$ cat config.mk
export PLATFORM = sky130hd
export DESIGN_NAME = uart_rx_core
export DESIGN_NICKNAME = d
export VERILOG_FILES = /design/src/rtl/uart_pkg.sv /design/src/rtl/uart_rx_sync.sv /design/src/rtl/uart_rx_core.sv
export SDC_FILE = /design/constraint.sdc
export NUM_CORES = 1
export LEC_CHECK = 0
export CAP_MARGIN = 25
export CORE_MARGIN = 2
export CORE_UTILIZATION = 45
export CTS_CLUSTER_DIAMETER = 150
export DETAILED_ROUTE_END_ITERATION = 10
export PLACE_DENSITY_LB_ADDON = 0.3
export SETUP_SLACK_MARGIN = 0.5
export SYNTH_ARGS = -nofsm -noshare
export SYNTH_HDL_FRONTEND = slang
export SYNTH_SLANG_ARGS = --single-unit
$ cat constraint.sdc
create_clock -name clk -period 2.5 [get_ports clk]
set_clock_uncertainty 0.2 [all_clocks]
set_input_delay 0.5 -clock clk [delete_from_list [all_inputs] [get_ports clk]]
set_output_delay 0.5 -clock clk [all_outputs]
set_load 0.01 [all_outputs]
$ cat src/rtl/uart_pkg.sv
// Shared UART definitions: parity mode constants, receiver state encoding
// and small bit-level helpers used by the receive path.
package uart_pkg;

    localparam int PARITY_NONE = 0;
    localparam int PARITY_ODD  = 1;
    localparam int PARITY_EVEN = 2;

    typedef enum logic [2:0] {
        ST_IDLE   = 3'd0,
        ST_START  = 3'd1,
        ST_DATA   = 3'd2,
        ST_PARITY = 3'd3,
        ST_STOP   = 3'd4
    } rx_state_e;

    // Two-of-three vote used to recover a bit from its three mid-bit samples.
    function automatic logic maj3(input logic a, input logic b, input logic c);
        return (a & b) | (a & c) | (b & c);
    endfunction

    // xor_all is the XOR of the data bits and the received parity bit.
    function automatic logic parity_error(input int mode, input logic xor_all);
        logic err;
        case (mode)
            PARITY_EVEN: err = xor_all;
            PARITY_ODD:  err = ~xor_all;
            default:     err = 1'b0;
        endcase
        return err;
    endfunction

endpackage

$ cat src/rtl/uart_rx_sync.sv
// Two-flop synchronizer for an idle-high asynchronous serial line.
// Both flops reset to 1 so that reset never looks like a start bit.
module uart_rx_sync (
    input  logic clk,
    input  logic reset,
    input  logic i_async,
    output logic o_sync
);

    logic r_meta;
    logic r_sync;

    // Double-register the asynchronous input into the clk domain.
    always_ff @(posedge clk or negedge reset) begin
        if (!reset) begin
            r_meta <= 1'b1;
            r_sync <= 1'b1;
        end else begin
            r_meta <= i_async;
            r_sync <= r_meta;
        end
    end

    assign o_sync = r_sync;

endmodule

$ cat src/rtl/uart_rx_core.sv
// UART receiver: oversampled majority-vote bit recovery, configurable frame
// format, and a one-cycle valid pulse carrying the word and error flags.
module uart_rx_core
    import uart_pkg::*;
#(
    parameter int DATA_BITS  = 8,
    parameter int OVERSAMPLE = 16,
    parameter int PARITY     = 0,
    parameter int STOP_BITS  = 1,
    parameter int MSB_FIRST  = 1
) (
    input  logic                 clk,
    input  logic                 reset,
    input  logic                 rx_in,
    input  logic                 tick,
    output logic [DATA_BITS-1:0] dout,
    output logic                 valid,
    output logic                 parity_err,
    output logic                 frame_err,
    output logic                 break_det,
    output logic                 busy
);

    localparam int M  = OVERSAMPLE / 2;
    localparam int CW = $clog2(OVERSAMPLE);

    localparam logic [CW-1:0] CNT_SAMP0 = CW'(M - 1);
    localparam logic [CW-1:0] CNT_SAMP1 = CW'(M);
    localparam logic [CW-1:0] CNT_DEC   = CW'(M + 1);
    localparam logic [CW-1:0] CNT_LAST  = CW'(OVERSAMPLE - 1);
    localparam logic [3:0]    DATA_LAST = 4'(DATA_BITS - 1);
    localparam logic [3:0]    STOP_LAST = 4'(STOP_BITS - 1);

    logic                 w_rx;
    logic                 w_bit;
    logic                 w_decide;
    logic                 w_wrap;
    logic                 w_done;

    rx_state_e            r_state,    w_state_nxt;
    logic [CW-1:0]        r_cnt,      w_cnt_nxt;
    logic [3:0]           r_bit_cnt,  w_bit_nxt;
    logic [1:0]           r_samp,     w_samp_nxt;
    logic [DATA_BITS-1:0] r_shift,    w_shift_nxt;
    logic                 r_par,      w_par_nxt;
    logic                 r_stop_err, w_serr_nxt;
    logic                 r_all_zero, w_zero_nxt;

    logic [DATA_BITS-1:0] r_dout;
    logic                 r_valid;
    logic                 r_perr;
    logic                 r_ferr;
    logic                 r_brk;
    logic                 r_busy;

    uart_rx_sync u_sync (
        .clk     (clk),
        .reset   (reset),
        .i_async (rx_in),
        .o_sync  (w_rx)
    );

    // Samples at M-1 and M are stored; the M+1 sample is the live line value.
    assign w_bit    = maj3(r_samp[1], r_samp[0], w_rx);
    assign w_decide = (r_cnt == CNT_DEC);
    assign w_wrap   = (r_cnt == CNT_LAST);

    // Next-state logic: everything advances only on a tick.
    always_comb begin
        w_state_nxt = r_state;
        w_cnt_nxt   = r_cnt;
        w_bit_nxt   = r_bit_cnt;
        w_samp_nxt  = r_samp;
        w_shift_nxt = r_shift;
        w_par_nxt   = r_par;
        w_serr_nxt  = r_stop_err;
        w_zero_nxt  = r_all_zero;
        w_done      = 1'b0;
        if (tick) begin
            if (r_state == ST_IDLE) begin
                if (!w_rx) begin
                    // This tick is count 0 of the start bit.
                    w_state_nxt = ST_START;
                    w_cnt_nxt   = CW'(1);
                    w_bit_nxt   = 4'd0;
                    w_par_nxt   = 1'b0;
                    w_serr_nxt  = 1'b0;
                    w_zero_nxt  = 1'b1;
                end else begin
                    w_state_nxt = ST_IDLE;
                end
            end else begin
                w_cnt_nxt = w_wrap ? CW'(0) : (r_cnt + CW'(1));
                if (r_cnt == CNT_SAMP0) begin
                    w_samp_nxt[1] = w_rx;
                end else if (r_cnt == CNT_SAMP1) begin
                    w_samp_nxt[0] = w_rx;
                end else begin
                    w_samp_nxt = r_samp;
                end
                case (r_state)
                    ST_START: begin
                        if (w_decide && w_bit) begin
                            w_state_nxt = ST_IDLE;
                            w_cnt_nxt   = CW'(0);
                        end else if (w_wrap) begin
                            w_state_nxt = ST_DATA;
                            w_bit_nxt   = 4'd0;
                        end else begin
                            w_state_nxt = ST_START;
                        end
                    end
                    ST_DATA: begin
                        if (w_decide) begin
                            if (MSB_FIRST != 0) begin
                                w_shift_nxt = {r_shift[DATA_BITS-2:0], w_bit};
                            end else begin
                                w_shift_nxt = {w_bit, r_shift[DATA_BITS-1:1]};
                            end
                            w_par_nxt  = r_par ^ w_bit;
                            w_zero_nxt = r_all_zero & ~w_bit;
                        end else if (w_wrap) begin
                            if (r_bit_cnt == DATA_LAST) begin
                                w_bit_nxt   = 4'd0;
                                w_state_nxt = (PARITY != PARITY_NONE) ? ST_PARITY : ST_STOP;
                            end else begin
                                w_bit_nxt = r_bit_cnt + 4'd1;
                            end
                        end else begin
                            w_state_nxt = ST_DATA;
                        end
                    end
                    ST_PARITY: begin
                        if (w_decide) begin
                            w_par_nxt  = r_par ^ w_bit;
                            w_zero_nxt = r_all_zero & ~w_bit;
                        end else if (w_wrap) begin
                            w_state_nxt = ST_STOP;
                            w_bit_nxt   = 4'd0;
                        end else begin
                            w_state_nxt = ST_PARITY;
                        end
                    end
                    ST_STOP: begin
                        if (w_decide) begin
                            w_serr_nxt = r_stop_err | ~w_bit;
                            w_zero_nxt = r_all_zero & ~w_bit;
                            // Leave at the last decision so a following start edge is caught.
                            if (r_bit_cnt == STOP_LAST) begin
                                w_state_nxt = ST_IDLE;
                                w_cnt_nxt   = CW'(0);
                                w_done      = 1'b1;
                            end else begin
                                w_state_nxt = ST_STOP;
                            end
                        end else if (w_wrap) begin
                            w_bit_nxt = r_bit_cnt + 4'd1;
                        end else begin
                            w_state_nxt = ST_STOP;
                        end
                    end
                    default: begin
                        w_state_nxt = ST_IDLE;
                        w_cnt_nxt   = CW'(0);
                    end
                endcase
            end
        end else begin
            w_done = 1'b0;
        end
    end

    // Receiver state, counters and shift register.
    always_ff @(posedge clk or negedge reset) begin
        if (!reset) begin
            r_state    <= ST_IDLE;
            r_cnt      <= CW'(0);
            r_bit_cnt  <= 4'd0;
            r_samp     <= 2'b00;
            r_shift    <= {DATA_BITS{1'b0}};
            r_par      <= 1'b0;
            r_stop_err <= 1'b0;
            r_all_zero <= 1'b0;
        end else begin
            r_state    <= w_state_nxt;
            r_cnt      <= w_cnt_nxt;
            r_bit_cnt  <= w_bit_nxt;
            r_samp     <= w_samp_nxt;
            r_shift    <= w_shift_nxt;
            r_par      <= w_par_nxt;
            r_stop_err <= w_serr_nxt;
            r_all_zero <= w_zero_nxt;
        end
    end

    // Output registers: word and flags load together with the valid pulse.
    always_ff @(posedge clk or negedge reset) begin
        if (!reset) begin
            r_dout  <= {DATA_BITS{1'b0}};
            r_valid <= 1'b0;
            r_perr  <= 1'b0;
            r_ferr  <= 1'b0;
            r_brk   <= 1'b0;
            r_busy  <= 1'b0;
        end else begin
            r_valid <= w_done;
            r_busy  <= (w_state_nxt != ST_IDLE);
            if (w_done) begin
                r_dout <= w_shift_nxt;
                r_perr <= parity_error(PARITY, w_par_nxt);
                r_ferr <= w_serr_nxt;
                r_brk  <= w_zero_nxt;
            end
        end
    end

    assign dout       = r_dout;
    assign valid      = r_valid;
    assign parity_err = r_perr;
    assign frame_err  = r_ferr;
    assign break_det  = r_brk;
    assign busy       = r_busy;

endmodule

## Word-level counts from Yosys, hierarchy flattened

Index checks and enable logic that the tools add are counted.

| word-level totals | value |
|---|---|
| bits in registers | 37 |
| bits in latches | 0 |
| memory bits (writable) | 0 |
| ROM bits | 0 |
| input bits | 4 |
| output and inout port bits | 13 |
| logic and storage cells | 105 |
| memories kept | 0 |

| operators by class | value |
|---|---|
| add/subtract/negate cells | 2 |
| $mul | 0 |
| div/mod/pow operators | 0 |
| magnitude comparators | 0 |
| equality and inequality tests | 16 |
| shift operators | 0 |
| muxes and demuxes | 51 |
| bitwise logic cells | 10 |
| reduce and logical (&&, ||, !) cells | 11 |

Operators with widths:

| cell | number |
|---|---|
| $mux W4 | 16 |
| $mux W8 | 4 |
| $mux W3 | 10 |
| $ne A3 B3 Y1 const B | 6 |
| $mux W1 | 16 |
| $pmux W4 S4 | 1 |
| $eq A4 B4 Y1 const B | 3 |
| $pmux W3 S4 | 1 |
| $pmux W4 S3 | 1 |
| $reduce_and A9 Y1 | 1 |
| $add A4 B1 Y4 const B | 2 |
| $eq A4 B3 Y1 const B | 2 |
| $eq A3 B2 Y1 const B | 2 |
| $reduce_bool A5 Y1 | 1 |
| $and A1 B1 Y1 | 4 |
| $logic_not A4 Y1 | 1 |
| $mux W2 | 2 |
| $reduce_and A4 Y1 | 1 |
| $eq A3 B1 Y1 const B | 1 |
| $eq A3 B3 Y1 const B | 1 |
| $logic_not A3 Y1 | 1 |
| $not A1 Y1 | 3 |
| $or A1 B1 Y1 | 3 |
| $reduce_and A3 Y1 | 1 |
| 6 further kinds | 6 |

## Logic depth before layout (Yosys ltp)

| logic depth | value |
|---|---|
| depth after elaboration | 9 |
| gate-level depth with buffers | 9 |

## Hierarchy

A second synthesis with hierarchy kept.

| second synthesis, totals | value |
|---|---|
| cell total of the unflattened synthesis | 170 |
| area, all modules | 1971.9 um^2 |

Modules (own cells, without submodules):

| module | times used | cells an instance | area an instance (um^2) | sequential area each (um^2) |
|---|---|---|---|---|
| uart_rx_core | 1 | 168 | 1919.3 | 875.8 |
| uart_rx_sync | 1 | 2 | 52.6 | 52.6 |

## Least setup slack after synthesis

No wires, ideal clock.

| path | value |
|---|---|
| kind | register to register |
| start point | reg r_cnt[0] |
| end point | reg r_brk (netlist: break_det) |
| setup time | 0.125 ns |
| arrival time | 1.650 ns |
| data required time | 2.175 ns |
| path slack | 0.525 ns |
| stages on the path, launching flop included | 8 |
| path buffers | 2 |
| period minus slack after synthesis | 1.975 ns |
| cells stage by stage | dfrtp_1 > ha_1 > and3b_1 > buf_4 > and3_1 > nand3_1 > buf_4 > mux2_2 |

| between the ends | value |
|---|---|
| word-level cells in the longest chain between the ends | 5 |
| elaborated cells on any way between the ends | 9 |

Ends and longest elaborated chain:

| item | line | text |
|---|---|---|
| start: declaration | uart_rx_core.sv:41 | `logic [CW-1:0] r_cnt, w_cnt_nxt;` |
| start signal: assignment | uart_rx_core.sv:186 | `r_cnt <= w_cnt_nxt;` |
| $eq A4 B4 Y1 (*) | uart_rx_core.sv:65 | `assign w_decide = (r_cnt == CNT_DEC);` |
| $mux W1 (on tied branches) | uart_rx_core.sv:114, uart_rx_core.sv:134, uart_rx_core.sv:145 |  |
| $mux W1 (on tied branches) | n/a |  |
| $mux W1 | uart_rx_core.sv:80 | `if (r_state == ST_IDLE) begin` |
| $mux W1 | uart_rx_core.sv:79 | `if (tick) begin` |
| end signal: assignment | uart_rx_core.sv:212 | `r_brk <= w_zero_nxt;` |
| end: declaration | uart_rx_core.sv:53 | `logic r_brk;` |

Every way passes the cells marked *; elsewhere a longest branch is shown, timed or not.
A chain may end at the register's enable or synchronous reset.

## Final worst setup path

| path | value |
|---|---|
| start point | reg r_cnt[1] |
| end point | reg r_dout[1] (netlist: dout[1]) |

| between the ends | value |
|---|---|
| word-level cells in the longest chain between the ends | 5 |
| elaborated cells on any way between the ends | 9 |

Ends and longest elaborated chain:

| item | line | text |
|---|---|---|
| $eq A4 B4 Y1 | uart_rx_core.sv:65 |  |
| $mux W8 | uart_rx_core.sv:114 | `if (w_decide) begin` |
| $mux W8 | uart_rx_core.sv:101 | `case (r_state)` |
| $mux W8 | uart_rx_core.sv:80 |  |
| $mux W8 | uart_rx_core.sv:79 |  |
| named net w_shift_nxt[1] | uart_rx_core.sv:44 | `logic [DATA_BITS-1:0] r_shift, w_shift_nxt;` |
| end signal: assignment | uart_rx_core.sv:199 | `r_dout <= {DATA_BITS{1'b0}};` |
| end signal: assignment | uart_rx_core.sv:209 | `r_dout <= w_shift_nxt;` |
| end: declaration | uart_rx_core.sv:49 | `logic [DATA_BITS-1:0] r_dout;` |

The timed path passes the listed nets, and every way through them passes these cells.

==> reports/metrics.cfg <==
[yosys]
synthFlopType=dfrtp_1
syn-cell-area_um2=1860
synth_edf_count=0
avgSynthCellArea_um2=11.0
synth_top_cell_area_share=0.472
async_flop_share=1.00
synth_common_cells=dfrtp_1 (35), mux2_2 (18), nand2_1 (12)
synth.most_common_cell=dfrtp_1
seq_area_frac_synth=0.500
yosys-top-cells-area=dfrtp_1 (47%), mux2_2 (11%), ha_1 (3.4%), dfstp_2 (2.8%), nand2_1 (2.4%)
synth_cells=168
syn-num-nets=177
ys_ff_latch=37
synth_cell_type_count=50
yosys_warnings=0
yosys.area.top_type=dfrtp_1

[setup_path]
crit_required_ns=2.48
r2r_slack_ns=0.45
r2r-start=r_cnt[1]
rr_worst_depth=6
crit_arrival_ns=2.02
worstSetupEndpoint=dout[1]
rr_endpoint=dout[1]
endpoint_kind=flop
cp_max_fo=8
critPathKind=reg -> reg
start_kind=flop
startpoint=r_cnt[1]

[drt]
drcViolationCount=0
wl_um=4120
vias=1458
dr.pass1.iters=4
ant_nets=0
via_per_inst=5.54
drt_iter0_drc=80
wire_per_inst_um=15.7

[global_routing]
grt_pass1_wl_um=6500
antenna_found_initial=0
grt_pass1_vias=1421
busiest_layer=met2
globalRouteMet1Util=0.235
grt_usage=0.191
grtUsageMet2=0.313
grt_overflow=0
grt_max_degree=38
grt.met3_usage=0.0543

[power_and_ir_drop]
power.leakage_uw=0.00116
power_switching_share=0.314
power_switching_uw=642
irDropWorstVdd_v=0.000381
internal_power_uw=1400
powerDensity_nw_per_um2=808
power_uw=2040
clockPowerShare=0.296
power_frac_seq=0.388
p_comb_frac=0.316

[clock_network]
clockBufferDepth=2
htreeDepth=2
clk_latency_ns=0.29
cts.sinks=37
cts_tree=done
cts_made_buffers=5
root_buffer=clkbuf_8
clk_pin_slew_worst_paths_ns=0.08
cts_hold_repair.buffers=0

[timing]
fin_tns_setup_ns=0
setup_viol=0
tightestPinTransition_ns=0.798
finalHoldViolCount=0
rsz0062_at_grt=true
slew_viol_final=0
fin_crit_sh=0.819
max-slew-margin-rel=0.468
fmax_ghz=0.489
final.min_clock_period_ns=2.05

[final_layout]
fillers=303
fin_cells=263
diodes=0
nets=221
drive_above_1_share=0.418
area_delta_synth_final_pct=36.1

[placement]
place_congestion=0.853
portBuffers=15
place_inst=232
dp_hpwl_um=2520

[floorplan]
die_h_um=68.2
rows=23
start_util=0.467
dieArea_um2=4650
core-area_um2=3970
ios=17
die_x_um=68.2

[min_path]
hp-class=in -> async

[flow_run]
drv_cap=0

[status]
status=complete, no violations

-- logic make-up (layout without fill, tap and decap cells) --
logic type / after synthesis / after routing / synth area share
simple gates: 54 / 55 / 0.172
flops: 37 / 37 / 0.500
compound gates: 34 / 34 / 0.127
buf+inv: 19 / 63 / 0.0553
mux: 18 / 18 / 0.109
fa+ha+maj: 5 / 5 / 0.0337
other cells: 1 / 1 / 0.00202
-- cells in the final DEF, fill, tap and decap left out, types with 3 or more instances in the layout --
cell type | synthesis | routed
dfrtp_1 | 35 | 32
buf_4 | 3 | 25
mux2_2 | 18 | 16
clkdlybuf4s50_1 | 0 | 13
nand2_1 | 12 | 11
inv_1 | 11 | 9
a21oi_1 | 8 | 8
nor2_1 | 9 | 8
o21ai_0 | 7 | 5
clkbuf_8 | 0 | 5
nor3_1 | 5 | 4
buf_6 | 2 | 4
nand2b_1 | 3 | 3
nand3_1 | 5 | 3
o21ai_1 | 1 | 3
dfrtp_2 | 0 | 3
-- what timing repair did --
item                       CTS  global route
setup endpoints to repair   19            20
gates resized for setup     23            18
cloned                       1             0
buffers inserted             7            15
pin swaps                    5             9
-- power by group through the flow --
stage / Combinational (uW) / Sequential, uW / Clock (uW)
6_report: 645 / 792 / 605
5_1_grt: 701 / 805 / 641
4_1_cts: 499 / 776 / 618
3_5_place_dp: 396 / 771 / 0
3_3_place_gp: 380 / 768 / 0
2_1_floorplan: 319 / 746 / 0
-- sequential cells by signal (all words and copies together), names as in the netlist --
signal	count
u_sync.r_meta	1
r_cnt	4
r_bit_cnt	4
break_det	1
busy	1
r_stop_err	1
frame_err	1
r_shift	8
r_samp	2
u_sync.o_sync	1
valid	1
dout	8
r_state	3
r_all_zero	1
-- how the worst min path moves through the flow --
stage                        from            end  slack, ns  cells past startpoint
floorplan                   reset      break_det      0.004                      0
global placement    u_sync.r_meta  u_sync.o_sync       0.15                      0
detailed placement  u_sync.r_meta  u_sync.o_sync       0.15                      0
CTS                         reset           busy       0.12                      1
global route                reset           busy       0.16                      1
finish                      reset   r_bit_cnt[2]       0.09                      1
-- critical path, stage by stage (launching register included) --
cell	delay, ns
dfrtp_1	0.43
inv_2	0.10
ha_4	0.12
and3b_4	0.30
nand4_4	0.18
mux2_4	0.34
mux2_2	0.26
-- metrics by stage --
step           worst slack [ns]  area (um2)  hold slack, ns  utilization
6_report                  0.453        2530          0.0885        0.636
5_1_grt                   0.385        2530           0.162        0.636
4_1_cts                   0.462        2340           0.121        0.589
3_5_place_dp              0.102        2050           0.150        0.517
3_3_place_gp              0.150        2050           0.148        0.517
2_1_floorplan             0.525        1860         0.00441            -
-- area by class of cell --
class                   count  area [um2]  share of cell area
inverters                  11        41.3              0.0163
well taps                  50        62.6              0.0248
clock buffers               5        68.8              0.0272
repair buffers             44         377               0.149
clock inverters             3        65.1              0.0258
flip-flops and latches     37         932               0.369
multi-input cells         113         980               0.388
-- metal layers --
metal  up-vias  part of all wire
li1        677                 -
met1       717              0.42
met2        56              0.51
met3         8             0.057
met4         0             0.011
met5         -                 0
(Power assumes the default switching activity.)
